## config.mk

```make
export PLATFORM = sky130hd
export DESIGN_NAME = load_store_unit_flat
export DESIGN_NICKNAME = d
export VERILOG_FILES = /design/src/rtl/load_store_unit_pkg.sv /design/src/rtl/load_store_unit_if.sv /design/src/rtl/lsu_load_extend.sv /design/src/rtl/load_store_unit.sv /design/src/flat_wrapper.sv
export SDC_FILE = /design/constraint.sdc
export NUM_CORES = 1
export LEC_CHECK = 0
export CAP_MARGIN = 5
export CORE_ASPECT_RATIO = 0.8
export CORE_MARGIN = 3
export CORE_UTILIZATION = 46
export DETAILED_ROUTE_END_ITERATION = 8
export MAX_ROUTING_LAYER = met4
export PLACE_DENSITY = 0.87
export SLEW_MARGIN = 0
export SYNTH_ARGS = -nofsm -noshare
export SYNTH_HDL_FRONTEND = slang
export SYNTH_SLANG_ARGS = --single-unit
```

## constraint.sdc

```tcl
create_clock -name clk -period 3.54 [get_ports clk]
set_clock_uncertainty 0.15 [all_clocks]
set_input_delay 0.354 -clock clk [delete_from_list [all_inputs] [get_ports clk]]
set_output_delay 0.354 -clock clk [all_outputs]
set_load 0.02 [all_outputs]
```

## src/rtl/load_store_unit_pkg.sv

```systemverilog
// Shared definitions for the load/store unit: funct3 size codes, FSM encoding, alignment helpers.
// Latency: none (constants and pure functions only).
// Backpressure: not applicable.
package load_store_unit_pkg;

   // funct3 access-size encodings shared with the data memory
   localparam logic [2:0] SZ_B  = 3'b000;
   localparam logic [2:0] SZ_H  = 3'b001;
   localparam logic [2:0] SZ_W  = 3'b010;
   localparam logic [2:0] SZ_BU = 3'b100;
   localparam logic [2:0] SZ_HU = 3'b101;

   // FSM state encoding
   localparam logic [1:0] ST_IDLE = 2'd0;
   localparam logic [1:0] ST_XFER = 2'd1;
   localparam logic [1:0] ST_RESP = 2'd2;
   localparam logic [1:0] ST_ERR  = 2'd3;

   // Only the five load/store funct3 codes are meaningful; 011/110/111 are rejected.
   function automatic logic size_legal(input logic [2:0] size);
      return (size == SZ_B) || (size == SZ_H) || (size == SZ_W) ||
             (size == SZ_BU) || (size == SZ_HU);
   endfunction

   // Byte accesses can never be misaligned; halves need addr[0]=0, words addr[1:0]=0.
   function automatic logic misaligned(input logic [2:0] size, input logic [1:0] addr_lo);
      logic mis;
      mis = 1'b0;
      case (size)
         SZ_H, SZ_HU: mis = addr_lo[0];
         SZ_W:        mis = (addr_lo != 2'b00);
         default:     mis = 1'b0;
      endcase
      return mis;
   endfunction

endpackage

```

## src/rtl/load_store_unit_if.sv

```systemverilog
// Request/response and data-memory bus of the load/store unit.
// Latency: none (wires only).
// Backpressure: req_ready from the LSU; the master holds a request until accepted.
interface load_store_unit_if #(
   parameter int ADDR_W = 32
);
   logic              req_valid;
   logic              req_ready;
   logic              req_write;
   logic [2:0]        req_size;
   logic [ADDR_W-1:0] req_addr;
   logic [31:0]       req_wdata;

   logic              resp_valid;
   logic [31:0]       resp_rdata;
   logic              resp_err;

   logic [31:0]       mem_access_addr;
   logic [31:0]       mem_wr_val;
   logic              mem_write_en;
   logic              mem_read_en;
   logic [2:0]        mem_data_size;
   logic [31:0]       mem_rd_val;

   // Requester plus data memory side
   modport master (
      output req_valid, req_write, req_size, req_addr, req_wdata, mem_rd_val,
      input  req_ready, resp_valid, resp_rdata, resp_err,
      input  mem_access_addr, mem_wr_val, mem_write_en, mem_read_en, mem_data_size
   );

   // Load/store unit side
   modport slave (
      input  req_valid, req_write, req_size, req_addr, req_wdata, mem_rd_val,
      output req_ready, resp_valid, resp_rdata, resp_err,
      output mem_access_addr, mem_wr_val, mem_write_en, mem_read_en, mem_data_size
   );
endinterface

```

## src/rtl/lsu_load_extend.sv

```systemverilog
// Sign/zero extension of a byte-assembled split load according to its funct3 size.
// Latency: combinational.
// Backpressure: none.
module lsu_load_extend
   import load_store_unit_pkg::*;
(
   input  logic [2:0]  size,
   input  logic [31:0] din,
   output logic [31:0] dout
);

   // Split loads are only ever halves or words; words are already full width.
   always_comb begin
      dout = din;
      case (size)
         SZ_H:    dout = {{16{din[15]}}, din[15:0]};
         SZ_HU:   dout = {16'h0000, din[15:0]};
         default: dout = din;
      endcase
   end

endmodule

```

## src/rtl/load_store_unit.sv

```systemverilog
// Load/store unit: issues core data accesses, splitting misaligned half/word accesses into bytes.
// Latency accept->resp_valid: aligned 1, split half 2, split word 4, rejected request 0 cycles.
// Backpressure: req_ready high only in IDLE; requests offered while busy are held by the requester.
module load_store_unit
   import load_store_unit_pkg::*;
#(
   parameter bit ALLOW_MISALIGNED = 1'b1,
   parameter int ADDR_W           = 32
) (
   input logic              clk,
   input logic              reset,
   load_store_unit_if.slave bus
);

   logic [1:0]        state_q;
   logic              write_q;
   logic [2:0]        size_q;
   logic [ADDR_W-1:0] addr_q;
   logic [31:0]       wdata_q;
   logic              split_q;
   logic [1:0]        byte_cnt_q;
   logic [31:0]       asm_q;

   logic              accept;
   logic              req_legal;
   logic              req_mis;
   logic              last_byte;
   logic [ADDR_W-1:0] byte_addr;
   logic [7:0]        wr_byte;
   logic [31:0]       ext_val;

   assign bus.req_ready = (state_q == ST_IDLE);
   assign accept        = bus.req_valid && (state_q == ST_IDLE);
   assign req_legal     = size_legal(bus.req_size);
   assign req_mis       = misaligned(bus.req_size, bus.req_addr[1:0]);

   // Aligned accesses are one beat; split halves take 2 byte beats, split words 4.
   assign last_byte = !split_q || (byte_cnt_q == ((size_q == SZ_W) ? 2'd3 : 2'd1));
   // Byte address wraps naturally at the address width.
   assign byte_addr = addr_q + ADDR_W'(byte_cnt_q);
   assign wr_byte   = wdata_q[{byte_cnt_q, 3'b000} +: 8];

   lsu_load_extend u_load_extend (
      .size (size_q),
      .din  (asm_q),
      .dout (ext_val)
   );

   // Request latch, byte sequencing, load assembly and FSM transitions.
   always_ff @(posedge clk) begin
      if (reset) begin
         state_q    <= ST_IDLE;
         write_q    <= 1'b0;
         size_q     <= 3'b000;
         addr_q     <= '0;
         wdata_q    <= 32'h0;
         split_q    <= 1'b0;
         byte_cnt_q <= 2'd0;
         asm_q      <= 32'h0;
      end else begin
         case (state_q)
            ST_IDLE: begin
               if (accept) begin
                  write_q    <= bus.req_write;
                  size_q     <= bus.req_size;
                  addr_q     <= bus.req_addr;
                  wdata_q    <= bus.req_wdata;
                  split_q    <= req_mis;
                  byte_cnt_q <= 2'd0;
                  asm_q      <= 32'h0;
                  if (!req_legal || (req_mis && !ALLOW_MISALIGNED))
                     state_q <= ST_ERR;
                  else
                     state_q <= ST_XFER;
               end
            end
            ST_XFER: begin
               if (!write_q) begin
                  if (split_q)
                     asm_q[{byte_cnt_q, 3'b000} +: 8] <= bus.mem_rd_val[7:0];
                  else
                     asm_q <= bus.mem_rd_val;
               end
               if (last_byte) begin
                  byte_cnt_q <= 2'd0;
                  state_q    <= ST_RESP;
               end else begin
                  byte_cnt_q <= byte_cnt_q + 2'd1;
               end
            end
            default: state_q <= ST_IDLE;
         endcase
      end
   end

   assign bus.resp_valid = (state_q == ST_RESP) || (state_q == ST_ERR);
   assign bus.resp_err   = (state_q == ST_ERR);
   assign bus.resp_rdata = ((state_q == ST_RESP) && !write_q) ?
                           (split_q ? ext_val : asm_q) : 32'h0;

   // Memory drive: only in XFER, and suppressed during a reset cycle so an
   // interrupted split store commits no further bytes.
   always_comb begin
      bus.mem_access_addr = 32'h0;
      bus.mem_wr_val      = 32'h0;
      bus.mem_write_en    = 1'b0;
      bus.mem_read_en     = 1'b0;
      bus.mem_data_size   = 3'b000;
      if ((state_q == ST_XFER) && !reset) begin
         bus.mem_read_en  = !write_q;
         bus.mem_write_en = write_q;
         if (split_q) begin
            bus.mem_access_addr = 32'(byte_addr);
            bus.mem_data_size   = write_q ? SZ_B : SZ_BU;
            bus.mem_wr_val      = write_q ? {24'h0, wr_byte} : 32'h0;
         end else begin
            bus.mem_access_addr = 32'(addr_q);
            bus.mem_data_size   = size_q;
            bus.mem_wr_val      = wdata_q;
         end
      end
   end

endmodule

```

## src/flat_wrapper.sv

```systemverilog
// flat-port wrapper written by rule: the top's interface ports become plain ports
module load_store_unit_flat import load_store_unit_pkg::*;
#(
   parameter bit ALLOW_MISALIGNED = 1'b1,
   parameter int ADDR_W           = 32
)
  (clk, reset, bus_req_valid, bus_req_write, bus_req_size, bus_req_addr, bus_req_wdata, bus_mem_rd_val, bus_req_ready, bus_resp_valid, bus_resp_rdata, bus_resp_err, bus_mem_access_addr, bus_mem_wr_val, bus_mem_write_en, bus_mem_read_en, bus_mem_data_size);
  load_store_unit_if #(.ADDR_W(ADDR_W)) bus_i ();
  input logic clk;
  input logic reset;
  input wire logic [$bits(bus_i.req_valid)-1:0] bus_req_valid;
  input wire logic [$bits(bus_i.req_write)-1:0] bus_req_write;
  input wire logic [$bits(bus_i.req_size)-1:0] bus_req_size;
  input wire logic [$bits(bus_i.req_addr)-1:0] bus_req_addr;
  input wire logic [$bits(bus_i.req_wdata)-1:0] bus_req_wdata;
  input wire logic [$bits(bus_i.mem_rd_val)-1:0] bus_mem_rd_val;
  output wire logic [$bits(bus_i.req_ready)-1:0] bus_req_ready;
  output wire logic [$bits(bus_i.resp_valid)-1:0] bus_resp_valid;
  output wire logic [$bits(bus_i.resp_rdata)-1:0] bus_resp_rdata;
  output wire logic [$bits(bus_i.resp_err)-1:0] bus_resp_err;
  output wire logic [$bits(bus_i.mem_access_addr)-1:0] bus_mem_access_addr;
  output wire logic [$bits(bus_i.mem_wr_val)-1:0] bus_mem_wr_val;
  output wire logic [$bits(bus_i.mem_write_en)-1:0] bus_mem_write_en;
  output wire logic [$bits(bus_i.mem_read_en)-1:0] bus_mem_read_en;
  output wire logic [$bits(bus_i.mem_data_size)-1:0] bus_mem_data_size;
  assign bus_i.req_valid = bus_req_valid;
  assign bus_i.req_write = bus_req_write;
  assign bus_i.req_size = bus_req_size;
  assign bus_i.req_addr = bus_req_addr;
  assign bus_i.req_wdata = bus_req_wdata;
  assign bus_i.mem_rd_val = bus_mem_rd_val;
  assign bus_req_ready = bus_i.req_ready;
  assign bus_resp_valid = bus_i.resp_valid;
  assign bus_resp_rdata = bus_i.resp_rdata;
  assign bus_resp_err = bus_i.resp_err;
  assign bus_mem_access_addr = bus_i.mem_access_addr;
  assign bus_mem_wr_val = bus_i.mem_wr_val;
  assign bus_mem_write_en = bus_i.mem_write_en;
  assign bus_mem_read_en = bus_i.mem_read_en;
  assign bus_mem_data_size = bus_i.mem_data_size;
  load_store_unit #(.ALLOW_MISALIGNED(ALLOW_MISALIGNED), .ADDR_W(ADDR_W)) u_core (.clk(clk), .reset(reset), .bus(bus_i));
endmodule
```

After elaboration in Yosys (flattened, before gate mapping). Index checks and enable logic that the tools add are counted.

Logic and storage cells: 76. Register bits after elaboration: 105.

Mux-type cells: 27. Shift operators: 3. Eq/ne operators: 14. Add/subtract/negate cells: 3. Reduce and logical (&&, ||, !) cells: 21.

Operator list (count): $mux 32 (9); $pmux 32 s2 (2); $add 32x2->32 (1); $bwmux 32 (1); $shift 8x7->32 const A (1); $shiftx 32x6->8 (1); $shiftx 8x7->32 (1); $mux 2 (6); $eq 3x3->1 const B (3); $mux 3 (3); $mux 8 (1); $pmux 2 s2 (2); $neg 5->7 (1); $eq 3x1->1 const B (2); $eq 3x2->1 const B (2); $logic_or 1x1->1 (6); $reduce_and 2->1 (3); $eq 2x2->1 const B (2); $ne 2x1->1 const B (2); $reduce_bool 2->1 (2); $logic_and 1x1->1 (3); $logic_not 1->1 (3); $logic_not 3->1 (1); $reduce_and 3->1 (1); 8 further kinds (9).

Logic depth before layout (Yosys ltp). Gate-level depths: netlist of the first run.

Word-level depth: 8. Mapped depth: 9. Mapped depth without buffers: 7.

Modules after synthesis. Synthesis of the first run repeated with hierarchy kept, for this count alone.

Cell total of the unflattened synthesis: 906. Area total of the unflattened synthesis: 6576.3 um^2.

By module, submodules not included: load_store_unit (times used 1, area an instance 6209.7 um^2, cells an instance 854); lsu_load_extend (times used 1, area an instance 366.6 um^2, cells an instance 52).

Worst setup path before layout of the first run. Ideal clock, no wire load.

Kind: register to output. Start: register u_core.byte_cnt_q[1]. End: output bus_mem_access_addr[20]. Path slack: 4 ps. Required time: 3036 ps. Data arrival time: 3032 ps. Stages on the path, launching flop included: 9. Path through: dfxtp_1 clkbuf_1 inv_1 fa_1 nand2b_1 or4_1 buf_2 or4_1 a21oi_1.

Longest elaborated chain between the ends: 3.

Ends and longest elaborated chain: start: declaration (line load_store_unit.sv:21) `logic [1:0] byte_cnt_q;`; start signal: assignment (line load_store_unit.sv:88) `byte_cnt_q <= byte_cnt_q + 2'd1;`; $add 32x2->32 (line load_store_unit.sv:40) `assign byte_addr = addr_q + ADDR_W'(byte_cnt_q);`; $mux 32 (line load_store_unit.sv:112) `if (split_q) begin`; $mux 32 (line load_store_unit.sv:109) `if ((state_q == ST_XFER) && !reset) begin`; end: declaration (line flat_wrapper.sv:21) `output wire logic [$bits(bus_i.mem_access_addr)-1:0] bus_mem_access_addr;`.

Every way passes these cells.

Final worst setup path of the first run.
Start: register u_core.byte_cnt_q[0]. End: output bus_mem_access_addr[24].

Same word-level chain as after synthesis.

==> results of run 1 <==
-- Yosys cell counts, drive strengths merged (4+ instances only) --
library cell / n / share of area
a21oi: 137 / 0.12
and2: 46 / 0.048
buf: 11 / 0.0082
clkbuf: 55 / 0.035
dfxtp: 105 / 0.35
ha: 6 / 0.013
inv: 44 / 0.028
mux4: 8 / 0.030
nand2: 172 / 0.11
nand2b: 7 / 0.0073
nand3: 5 / 0.0042
nand4: 8 / 0.0084
nand4b: 10 / 0.015
nor2: 63 / 0.040
nor2b: 13 / 0.014
nor3b: 5 / 0.0063
nor4bb: 4 / 0.0067
o21ai: 42 / 0.035
o31ai: 13 / 0.016
o32ai: 21 / 0.031
or3: 9 / 0.0094
or4: 15 / 0.019
xnor2: 8 / 0.012
-- cell type report --
type	count	area, µm²	share of cell area
Clock inverter	5	86.33	0.01012
Inverter	44	165.2	0.01937
Multi-Input combinational cell	622	3472	0.4072
Sequential cell	105	2106	0.2470
Timing Repair Buffer	231	2241	0.2628
Tap cell	171	214.0	0.02509
Clock buffer	11	242.7	0.02847
-- path summary, 6_finish.rpt --
kind                                startpoint                             end  cells past startpoint
max          u_core.byte_cnt_q[0]$_SDFFE_PP0P_         bus_mem_access_addr[24]                      9
min                                      reset  u_core.state_q[0]$_SDFFE_PP0P_                      3
max reg2reg  u_core.byte_cnt_q[0]$_SDFFE_PP0P_    u_core.asm_q[1]$_SDFFE_PP0P_                      7
min reg2reg     u_core.wdata_q[5]$_SDFFE_PP0P_  u_core.wdata_q[5]$_SDFFE_PP0P_                      2
-- cell families (layout without fill, tap and decap cells) --
kind of cell,count (synthesis),count (layout),synth area share
adders and majority gates,7,7,0.01595
and+or+nand+nor,373,373,0.3043
muxes,11,11,0.03526
buffers and inverters,110,291,0.07052
xor gates and xnor gates,8,8,0.01175
AOI/OAI and AO/OA,223,223,0.2097
DFF,105,105,0.3526
-- flip-flops by register name (all words and copies together) (netlist names) --
name,count
u_core.split_q,1
u_core.size_q,3
u_core.state_q,2
u_core.addr_q,32
u_core.byte_cnt_q,2
u_core.write_q,1
u_core.wdata_q,32
u_core.asm_q,32
-- critical path: stages (launching register included) --
cell	delay, ps
dfxtp_2	340
ha_2	170
inv_1	50
fa_2	340
nand2b_1	180
or4_4	520
buf_6	160
or4_1	510
a21oi_1	150
buf_2	180
-- what timing repair did --
action / in CTS / in global routing
pin swaps: 1 / 2
endpoints found under the setup margin: 15 / 13
gates resized for setup: 44 / 15
-- power breakdown --
part	switching (µW)	internal [µW]
sequential	64.7	1250
clock	458	647
combinational	283	247
-- per-stage QoR --
step | util | instance area (µm²) | setup slack (ps) | TNS [ps] | cells
floorplan | - | 5962 | 3.893 | 0 | 837
global placement | 0.6586 | 8188 | 8.907 | 0 | 1173
detailed placement | 0.6586 | 8188 | -79.03 | -297.5 | 1173
CTS | 0.6823 | 8482 | 4.516 | 0 | 1189
global route | 0.6859 | 8527 | 5.233 | 0 | 1189
finish | 0.6859 | 8527 | 84.70 | 0 | 1189
-- metal layers --
| layer | up-vias | wire length, µm | GRT usage | part of all wire |
|---|---|---|---|---|
| li1 | 3210 | - | - | - |
| met1 | 3052 | 8161 | 0.3405 | 0.42 |
| met2 | 315 | 9070 | 0.4188 | 0.46 |
| met3 | 44 | 1782 | 0.07897 | 0.091 |
| met4 | 0 | 527 | 0.08957 | 0.027 |
| met5 | - | 0 | - | 0 |
==> results.ini, run 1 <==
[run_status]
outcome = completed

[global_routing]
grt_remaining_overflow = 0
grt.total_usage = 0.2699
antenna_found_initial = 0
grt_max_degree = 104
grt_pass1_vias = 6011
grt_pass1_wl_mm = 30.44

[yosys]
syn_avg_cell_area_um2 = 7.123
ys_async_sr_fraction = 0
mappedNetlistNets = 947
yosys_warnings = 0
synth-main-ff-cell = dfxtp_1
synth-seq-area-share = 0.3526
netlist_instances = 837
ys_seq_elements = 105
syn_area_um2 = 5962
synth_cell_types = 40
synth-edff-count = 0

[power_and_ir_drop]
power_density_nw_per_um2 = 346.0
power_uw = 2950
ir_drop_uv = 219.5
leakagePower_uw = 0.003056

[die]
io_pins = 207
core-area_um2 = 12430
row_count = 36
dieArea_um2 = 14370
start_util = 0.4796
fp.dieW_um = 133.3
die_h_um = 107.8

[worst_setup_path]
path_class = reg -> out
worstPathArrival_ps = 2950
crit_required_ps = 3040
worstSetupEndpointType = primary output
reg2reg_slack_ps = 770
path_max_fanout = 15
cp-start-kind = register

[finish]
n_antenna_cell = 0
final_cell_mix = clkdlybuf4s50_1 (186), nand2_1 (171), a21oi_1 (135), dfxtp_1 (102), nor2_1 (63)
syn2layout_area_growth_pct = 43.02
fillers = 1064
final_nets = 1123
drive_above_1_share = 0.07466
final_common_cell = clkdlybuf4s50_1

[route]
routedWlPerCell_um = 16.43
via_per_inst = 5.569
ant_nets = 0
first_iter_violations = 517
drc = 0
vias = 6621
drt_wl_total_mm = 19.54
dr.pass1.iters = 5

[timing]
timing.final.crit_period_ps = 3455
fin_crit_sh = 0.9761
finalHoldViolCount = 0
tightest_slew_ps = 1085
slew_headroom = 0.2767
fmax_mhz = 289.4
slew_violations = 0
finalSetupViolCount = 0
whs_ps = 168.5
rsz0062_at_grt = no

[run]
drv_cap = 0

[cts]
cts_tree = done
cts.htree.levels = 3
insertion_delay_ps = 350
cts_inserted_buffers = 9
cts_hold_buf = 0
clk_pin_slew_worst_paths_ps = 70
cts.sink_count = 105
root_buffer = clkbuf_16
clk_path_buf_depth = 2
post-cts-setup-buffers = 0

[worst_hold_path]
hp-class = in -> reg

[placement]
portBuffers = 206
dp_hpwl_mm = 13.68
globalplace.congestion = 0.8998

(Power assumes the default switching activity.)
==> run 2: changes to the inputs <==
Settings changed: ABC_AREA from default to 1, CORE_UTILIZATION 46 to 42, PLACE_DENSITY 0.87 to 0.84.
Clock period 3.54 ns to 2.9 ns, I/O delays scaled along.
==> results.ini, run 2 <==
[run_status]
outcome = finished with violations
failed_checks = negative setup slack

[cts]
insertion_delay_ps = 340  ; about the same
root_buffer = clkbuf_16
clk_pin_slew_worst_paths_ps = 70  ; about the same
cts_hold_buf = 0  ; unchanged
cts_tree = done
cts.htree.levels = 3  ; unchanged
clk_path_buf_depth = 2  ; unchanged
cts_inserted_buffers = 9  ; unchanged
cts.sink_count = 105  ; unchanged

[finish]
final_cell_mix = nor2_1 (211), clkdlybuf4s50_1 (175), nand2_1 (173), o21ai_0 (121), dfxtp_1 (102)
drive_above_1_share = 0.09060  ; +0.01594
final_util = 0.6315  ; -0.05440
syn2layout_area_growth_pct = 44.61
n_antenna_cell = 0  ; unchanged
top_regs = u_core.addr_q x32, u_core.asm_q x32, u_core.wdata_q x32
final_nets = 1286  ; +15%
final_common_cell = nor2_1

[yosys]
synthTopCellsByArea = dfxtp_1 (35%), nor2_1 (14%), nand2_1 (11%), o21ai_0 (10%), a21oi_1 (8.0%)
ys_seq_elements = 105  ; unchanged
netlist_instances = 976  ; +17%
ys_async_sr_fraction = 0  ; unchanged
syn_avg_cell_area_um2 = 6.191  ; -13%
post-synth-top-count-cell = nor2_1
synth_top_area_cell = dfxtp_1
mappedNetlistNets = 1086  ; +15%
syn_area_um2 = 6042  ; +1.3%
synth_top_cells_by_count = nor2_1 (219), nand2_1 (178), o21ai_0 (123)
synth-edff-count = 0  ; unchanged
synth-main-ff-cell = dfxtp_1
synth_top_area_frac = 0.3479  ; -0.004673
synth-seq-area-share = 0.3479  ; -0.004673
yosys_warnings = 0  ; unchanged
synth_cell_types = 31  ; -23%

[worst_setup_path]
worstSetupEndpointType = primary output
crit_required_ps = 2460  ; -580 ps
worstPathArrival_ps = 2480  ; -470 ps
path_class = reg -> out
path_max_fanout = 4  ; -11
cp-start-kind = register

[power_and_ir_drop]
leakagePower_uw = 0.003384  ; +11%
power_density_nw_per_um2 = 416.5  ; +20%
ir_drop_uv = 361.0  ; +64%
power_uw = 3639  ; +23%

[timing]
slew_violations = 0  ; unchanged
worst_slack_ps = -17.62  ; -102.3 ps
tightest_slew_ps = 559.3  ; -525.7 ps
fmax_mhz = 342.7
rsz0062_at_grt = yes
slew_headroom = 0.6267  ; +0.3501
finalSetupViolCount = 1  ; +1
timing.final.crit_period_ps = 2918
fin_crit_sh = 1.006
finalHoldViolCount = 0  ; unchanged

[route]
routedWlPerCell_um = 15.61  ; -5.0%
drc = 0  ; unchanged
vias = 7109  ; +7.4%
ant_nets = 0  ; unchanged
dr.pass1.iters = 5  ; unchanged
first_iter_violations = 652  ; +26%
via_per_inst = 5.223  ; -6.2%
drt_wl_total_mm = 21.24  ; +8.7%

[die]
io_pins = 207  ; unchanged
core-area_um2 = 13840  ; +11%
fp.dieW_um = 140.1  ; +5.1%
row_count = 38  ; +5.6%
start_util = 0.4367  ; -0.04287
dieArea_um2 = 15870  ; +10%
die_h_um = 113.3  ; +5.1%

[global_routing]
grt_pass1_vias = 6622  ; +10%
grt_remaining_overflow = 0  ; unchanged
grt_max_degree = 103  ; -0.96%
antenna_found_initial = 0  ; unchanged
grt_pass1_wl_mm = 33.03  ; +8.5%
grt.total_usage = 0.2620  ; -0.007883

[worst_hold_path]
hp-class = reg -> reg

[placement]
dp_hpwl_mm = 15.43  ; +13%
portBuffers = 206  ; unchanged
post-place-ws_ps = -58.97  ; +20.05 ps
globalplace.congestion = 0.8996  ; about the same

[run]
drv_cap = 0  ; unchanged

==> run 2: changes by cell type after synthesis, sizes merged, moves of 21 or more <==
cell / previous run / this run
nor2: 63 / 225
o21ai: 42 / 128
inv: 44 / 94
and2: 46 / 0
a21oi: 137 / 96
nand3: 5 / 44
o32ai: 21 / 0
==> run 2: cells by family after synthesis <==
kind of cell             after synthesis  synth area share
flip-flops                           105            0.3479
AO/OA/AOI/OAI                        242            0.2170
buffers and inverters                145           0.09256
adder cells (fa/ha/maj)                7           0.01574
AND/OR/NAND/NOR                      471            0.3181
XOR/XNOR                               6          0.008697
==> run 2: layout make-up <==
| cell class | instances | area (µm²) |
|---|---|---|
| Fill cell | 1297 | 5099 |
| Timing Repair Buffer | 239 | 2298 |
| Tap cell | 180 | 225.2 |
| Multi-Input combinational cell | 726 | 3468 |
| Clock buffer | 10 | 229.0 |
| Inverter | 95 | 360.3 |
| Sequential cell | 105 | 2106 |
| Clock inverter | 6 | 50.05 |
==> run 2: worst paths after layout <==
kind         cells after the start                         startpoint  slack (ps)                             to
min                              2       u_core.asm_q[0]$_SDFFE_PP0P_         310   u_core.asm_q[0]$_SDFFE_PP0P_
max                             14  u_core.byte_cnt_q[0]$_SDFFE_PP0P_         -20        bus_mem_access_addr[20]
max reg2reg                      9  u_core.byte_cnt_q[0]$_SDFFE_PP0P_         260  u_core.asm_q[18]$_SDFFE_PP0P_
min reg2reg                      2       u_core.asm_q[0]$_SDFFE_PP0P_         310   u_core.asm_q[0]$_SDFFE_PP0P_
==> run 2: worst max-delay path, cell delays in order, from the launching register on <==
cell and delay, ps:
dfxtp_2 370, ha_4 150, inv_2 40, fa_2 330, inv_2 90, nand2_4 60
nor2_4 140, buf_6 120, nand3_4 70, nor2_4 190, buf_6 130, nand2_2 40
xor2_1 140, nor2_1 100, buf_4 140
==> run 2: per-layer routing <==
layer	GRT usage	part of all wire	up-vias
met1	0.3597	0.46	3256
li1	-	-	3542
met4	0.05810	0.016	0
met3	0.05450	0.071	29
met2	0.4005	0.45	282
met5	-	0	-
==> run 2: power by group <==
group	switching, µW	internal, µW	total, µW	leakage [µW]
clock	579	596	1180	0.000135
combinational	463	339	802	0.00238
sequential	102	1560	1660	0.000866
total	1140	2500	3640	0.00338
==> run 2: what timing repair did <==
| item | CTS | global route |
|---|---|---|
| setup buffers | 3 | 2 |
| resized for setup | 60 | 47 |
| endpoints found under the setup margin | 30 | 64 |
| endpoints found under the hold margin | 0 | 0 |
| pin swaps | 1 | 7 |
==> run 2: stage by stage <==
stage	hold slack [ps]	cells	area (µm²)	setup TNS, ps
6_report	310.2	1361	8737	-17.62
5_1_grt	340.0	1361	8737	-423.1
4_1_cts	308.1	1359	8638	-294.3
3_5_place_dp	296.8	1340	8362	-227.5
3_3_place_gp	291.0	1340	8362	-78.65
2_1_floorplan	280.0	976	6042	0
==> edit 1, RTL diff (settings of run 2) <==
`ADDR_W` is set to 32 in 3 places; all go to 16.
--- a/src/rtl/load_store_unit_if.sv
+++ b/src/rtl/load_store_unit_if.sv
@@ -4,3 +4,3 @@
 interface load_store_unit_if #(
-   parameter int ADDR_W = 32
+   parameter int ADDR_W = 16
 );
--- a/src/rtl/load_store_unit.sv
+++ b/src/rtl/load_store_unit.sv
@@ -7,3 +7,3 @@
    parameter bit ALLOW_MISALIGNED = 1'b1,
-   parameter int ADDR_W           = 32
+   parameter int ADDR_W           = 16
 ) (
--- a/src/flat_wrapper.sv
+++ b/src/flat_wrapper.sv
@@ -4,3 +4,3 @@
    parameter bit ALLOW_MISALIGNED = 1'b1,
-   parameter int ADDR_W           = 32
+   parameter int ADDR_W           = 16
 )
Ports: changed (resized bus_req_addr); port bits go from 207 to 191. The function was not compared with the original's and may differ.
==> edit 1 against run 2 <==
Area after synthesis shrank 13%. Critical path depth shrank 6. Via count fell by 20%. Wire length shrank 22%. Power fell by 11%. Final area down 16%. Sequential cell count fell by 16. Combinational power down 18%. Count of clock-buffer cells in the layout is 3 higher. Worst setup slack improved by 0.16 ns. Sequential power decreased by 17%. Critical endpoint is now bus_mem_access_addr[4].
==> edit 1: results (changes against run 2) <==
{
  "dr.first_iter.drc_count": {"value": 368, "change": "-44%"},
  "cp_slowest_stage_delay": {"value": 0.40, "unit": "ns", "change": "+0.03 ns"},
  "worstSetupEndpoint": {"value": "bus_mem_access_addr[4]"},
  "seq_area_frac_synth": {"value": 33.9, "unit": "%", "change": "-0.86 points"},
  "num-nets-final": {"value": 1084, "change": "-16%"},
  "avgViaCountPerCell": {"value": 4.94, "change": "-5.5%"},
  "peakVddDrop": {"value": 0.322, "unit": "mV", "change": "-11%"},
  "grt_start_max_net_pins": {"value": 62, "change": "-40%"},
  "relSlewSlack": {"value": 46.9, "unit": "%", "change": "-16 points"},
  "detail_route.wirelength": {"value": 16600, "unit": "um", "change": "-22%"},
  "place.gp.congestion": {"value": 0.936, "change": "+4.0%"},
  "dpl_cell_area": {"value": 7010, "unit": "um2", "change": "-16%"},
  "drive_above_1_share": {"value": 6.34, "unit": "%", "change": "-2.7 points"},
  "numPortBuffers": {"value": 174, "change": "-16%"},
  "run_status": {"value": "finished clean"},
  "firstDrtPassIters": {"value": 7, "change": "+2"},
  "global_route.usage.total": {"value": 24.1, "unit": "%", "change": "-2.1 points"},
  "first_global_vias": {"value": 5349, "change": "-19%"},
  "endpoint_of_the_worst_register_to_register_path": {"value": "u_core.asm_q[25]$_SDFFE_PP0P_"},
  "final-seq-area": {"value": 1780, "unit": "um2", "change": "-15%"},
  "yosys.cell_types.count": {"value": 37, "change": "+19%"},
  "r2r_setup_slack": {"value": 0.48, "unit": "ns", "change": "+0.22 ns"},
  "total_leakage_power": {"value": 2.80, "unit": "nW", "change": "-17%"},
  "slowest_stage_cell_on_the_critical_path": {"value": "sky130_fd_sc_hd__fa_1"},
  "finalHoldWorstSlack": {"value": 0.314, "unit": "ns", "change": "+0.00414 ns"},
  "biggest_regs": {"value": "u_core.asm_q: 32 flops, u_core.wdata_q: 32 flops, u_core.addr_q: 16 flops"},
  "fillCellCount": {"value": 1139, "change": "-12%"},
  "global_route_wire_length_before_repair": {"value": 26200, "unit": "um", "change": "-21%"},
  "crit_start": {"value": "u_core.addr_q[0]$_SDFFE_PP0P_"},
  "critical_path_arrival": {"value": 2.32, "unit": "ns", "change": "-0.16 ns"},
  "synth.area.top_cells": {"value": "sky130_fd_sc_hd__dfxtp_1 (34%), sky130_fd_sc_hd__nand2_1 (11%), sky130_fd_sc_hd__nor2_1 (10%)"}
}
## edit 1: cell count changes after synthesis, moves of 16 or more
cell / delta
sky130_fd_sc_hd__nor2_1: -76
sky130_fd_sc_hd__clkbuf_1: -21
sky130_fd_sc_hd__nand2_1: -30
sky130_fd_sc_hd__dfxtp_1: -16
sky130_fd_sc_hd__o21ai_0: -26
sky130_fd_sc_hd__buf_4: +18
## edit 1: how the worst min path moves through the flow
stage	end	from	cells after the start
CTS	u_core.asm_q[26]$_SDFFE_PP0P_	u_core.asm_q[26]$_SDFFE_PP0P_	2
global placement	u_core.asm_q[23]$_SDFFE_PP0P_	u_core.asm_q[23]$_SDFFE_PP0P_	2
detailed placement	u_core.asm_q[26]$_SDFFE_PP0P_	u_core.asm_q[26]$_SDFFE_PP0P_	2
floorplan	u_core.write_q$_SDFFE_PP0P_	bus_req_write	2
finish	u_core.asm_q[26]$_SDFFE_PP0P_	u_core.asm_q[26]$_SDFFE_PP0P_	2
global route	u_core.asm_q[9]$_SDFFE_PP0P_	u_core.asm_q[9]$_SDFFE_PP0P_	2
## edit 1: tightest hold or removal path, stage by stage (launching register included)
cell                      delay (ns)
sky130_fd_sc_hd__dfxtp_1        0.31
sky130_fd_sc_hd__nand2_1        0.06
sky130_fd_sc_hd__a21oi_1        0.05
## edit 1: cells by family (layout without fill, tap and decap cells)
kind of cell	count (synthesis)	count (layout)	synth area share, %
other	1	16	0.0714
adder cells (fa/ha/maj)	8	8	2.05
XOR/XNOR	1	1	0.167
flip-flops	89	89	33.9
AO/OA/AOI/OAI	213	213	20.9
AND/OR/NAND/NOR	362	362	28.9
buffers and inverters	162	304	13.9
## edit 1: metal layers
layer / wire, um / track usage (%) / vias to the layer above
met4: 155 / 5.51 / 0
met2: 7420 / 35.7 / 188
li1: - / - / 2942
met5: 0 / - / -
met1: 7910 / 33.9 / 2574
met3: 1070 / 4.82 / 16
## edit 1: repair_timing
item / CTS / global route
pin swaps: 0 / 1
setup endpoints to repair: 23 / 40
gates resized for setup: 9 / 17
buffers inserted: 0 / 2
## edit 1: final cells by class
cell class	instances	share of cell area (%)
multi-input cells	600	38.3
repair buffers	188	25.2
flip-flops and latches	89	24.3
inverters	101	5.27
clock buffers	13	3.55
well taps	166	2.83
clock inverters	2	0.512
## edit 1: power breakdown
| part | switching, W | internal, W | leakage [nW] |
|---|---|---|---|
| clock network | 0.000471 | 0.000711 | 0.142 |
| registers | 0.0000670 | 0.00132 | 0.732 |
| logic | 0.000390 | 0.000267 | 1.93 |
## edit 1: through the flow
step / std cells / setup WS (ns)
2_1_floorplan: 851 / 0.441
3_3_place_gp: 1142 / 0.213
3_5_place_dp: 1142 / 0.142
4_1_cts: 1157 / 0.0226
5_1_grt: 1159 / -0.0494
6_report: 1159 / 0.145
==> edit 2, RTL diff (flow settings as in run 2) <==
Without the edit above. Make the reset (`reset`) asynchronous in one clocked block.
--- a/src/rtl/load_store_unit.sv
+++ b/src/rtl/load_store_unit.sv
@@ -49,3 +49,3 @@
    // Request latch, byte sequencing, load assembly and FSM transitions.
-   always_ff @(posedge clk) begin
+   always_ff @(posedge clk or posedge reset) begin
       if (reset) begin
Function: differs if reset is asserted again (counterexample within 4 cycles, from zero or initial values and one cycle with reset high); with reset held inactive, the same outputs for 4 cycles.
==> edit 2 against run 2 <==
Maximum frequency grew 4.2%. Final area grew 3.6%. Sequential share of layout area grew 4.9 points. Area after synthesis grew 4.7%. Final cell count shrank 2.5%. Worst setup slack gained 0.12 ns. Wire length shrank 0.47%. Die area grew 4.5%. Sequential cell count is the same. Count of clock-buffer cells in the layout grew 1. Critical path depth shrank 9.
Power is not compared: it rests on default switching activity, and its combinational part moved more than twofold at a synthesized area within 25%.
==> edit 2: results (changes against run 2) <==
{
  "run_status": {"value": "finished clean"},
  "gr_layer_usage_met2": {"value": 39.0, "unit": "%", "change": "-1.1 points"},
  "critical_path_arrival": {"value": 2.36, "unit": "ns", "change": "-0.12 ns"},
  "drive_above_1_share": {"value": 8.32, "unit": "%", "change": "-0.74 points"},
  "synth-xor-area-share": {"value": 0.415, "unit": "%", "change": "-0.45 points"},
  "crit_path_max_fanout": {"value": 16, "change": "+12"},
  "clockNetworkAreaShare": {"value": 3.19, "unit": "%", "change": "about the same"},
  "grt_antenna_before_repair": {"value": 1, "change": "+1"},
  "yosys.cell_types.count": {"value": 38, "change": "+23%"},
  "synth.area.top_cells": {"value": "sky130_fd_sc_hd__dfrtp_1 (42%), sky130_fd_sc_hd__nand2_1 (17%), sky130_fd_sc_hd__o21ai_0 (9.5%)"},
  "num-nets-final": {"value": 1247, "change": "-3.0%"},
  "seq_area_frac_synth": {"value": 41.5, "unit": "%", "change": "+6.7 points"},
  "asyncSetResetFlopFracSynth": {"value": 100, "unit": "%", "change": "+100 points"},
  "utilization": {"value": 62.4, "unit": "%", "change": "-0.71 points"},
  "multi_input_area_share": {"value": 35.1, "unit": "%", "change": "-4.6 points"},
  "logic_inverters": {"value": 110, "change": "+16%"},
  "seq-cell-share": {"value": 29.0, "unit": "%", "change": "+4.9 points"},
  "n_all_buffers": {"value": 232, "change": "-2.9%"},
  "dpl_cell_area": {"value": 8630, "unit": "um2", "change": "+3.2%"},
  "detailedPlacementHpwl": {"value": 15800, "unit": "um", "change": "+2.5%"},
  "drt-wirelength-per-cell": {"value": 15.9, "unit": "um", "change": "+2.1%"},
  "global_route.usage.total": {"value": 26.1, "unit": "%", "change": "-0.057 points"},
  "detail_route.wirelength": {"value": 21100, "unit": "um", "change": "-0.47%"},
  "synth.net_count": {"value": 1043, "change": "-4.0%"},
  "first_global_vias": {"value": 6715, "change": "+1.4%"},
  "avgViaCountPerCell": {"value": 5.20, "change": "-0.53%"},
  "synth_area_per_cell": {"value": 6.78, "unit": "um2", "change": "+9.5%"},
  "n_antenna_cell": {"value": 1, "change": "+1"},
  "hold_path.class": {"value": "in -> reg"},
  "relSlewSlack": {"value": 59.8, "unit": "%", "change": "-2.9 points"},
  "global_route_wire_length_before_repair": {"value": 33400, "unit": "um", "change": "+1.3%"},
  "grt.met1_usage": {"value": 35.9, "unit": "%", "change": "-0.075 points"},
  "synth.cells.most_frequent": {"value": "sky130_fd_sc_hd__nand2_1 (281), sky130_fd_sc_hd__o21ai_0 (120), sky130_fd_sc_hd__nor2_1 (114)"},
  "multi_input_comb_cells": {"value": 679, "change": "-6.5%"},
  "placeableCoreArea": {"value": 14500, "unit": "um2", "change": "+4.7%"}
}
-- edit 2: changes by cell type after synthesis, sizes merged, moves of 7 or more --
cell / before / now
o31ai: 7 / 0
nand2: 179 / 283
a21oi: 96 / 47
clkbuf: 37 / 16
nor2: 225 / 127
dfxtp: 105 / 0
inv: 94 / 109
dfrtp: 0 / 105
buf: 13 / 23
-- edit 2: per-layer routing --
metal  share of wire, %  vias up  wire length [um]
li1                   -     3377                 -
met4                1.9        0               409
met3                8.5       33              1800
met2                 44      301              9290
met1                 46     3184              9640
met5                  0        -                 0
-- edit 2: worst max-delay path, stage by stage, from the launching register on --
cell	delay, ns
sky130_fd_sc_hd__dfrtp_1	0.42
sky130_fd_sc_hd__inv_1	0.12
sky130_fd_sc_hd__nor3_1	0.36
sky130_fd_sc_hd__nand2_2	0.28
sky130_fd_sc_hd__a21oi_1	0.21
sky130_fd_sc_hd__clkdlybuf4s50_1	0.63
-- edit 2: worst paths after layout --
kind	startpoint	endpoint	slack, ns	depth (start not counted)
hold reg to reg	u_core.wdata_q[7]$_DFFE_PP0P_	u_core.wdata_q[7]$_DFFE_PP0P_	0.36	2
max in group asynchronous	reset	u_core.addr_q[11]$_DFFE_PP0P_	1.65	3
setup / recovery	u_core.state_q[1]$_DFFE_PP0P_	bus_resp_rdata[28]	0.1	5
setup reg to reg	u_core.byte_cnt_q[0]$_DFFE_PP0P_	u_core.asm_q[2]$_DFFE_PP0P_	0.30	10
min in group asynchronous	reset	u_core.addr_q[3]$_DFFE_PP0P_	0.46	3
hold / removal	bus_req_addr[11]	u_core.addr_q[11]$_DFFE_PP0P_	0.33	3
-- edit 2: what timing repair did --
item | CTS | global route
pin swaps | 1 | 4
endpoints found under the setup margin | 27 | 73
setup buffers | 4 | 0
gates cloned | 0 | 0
gates resized for setup | 39 | 67
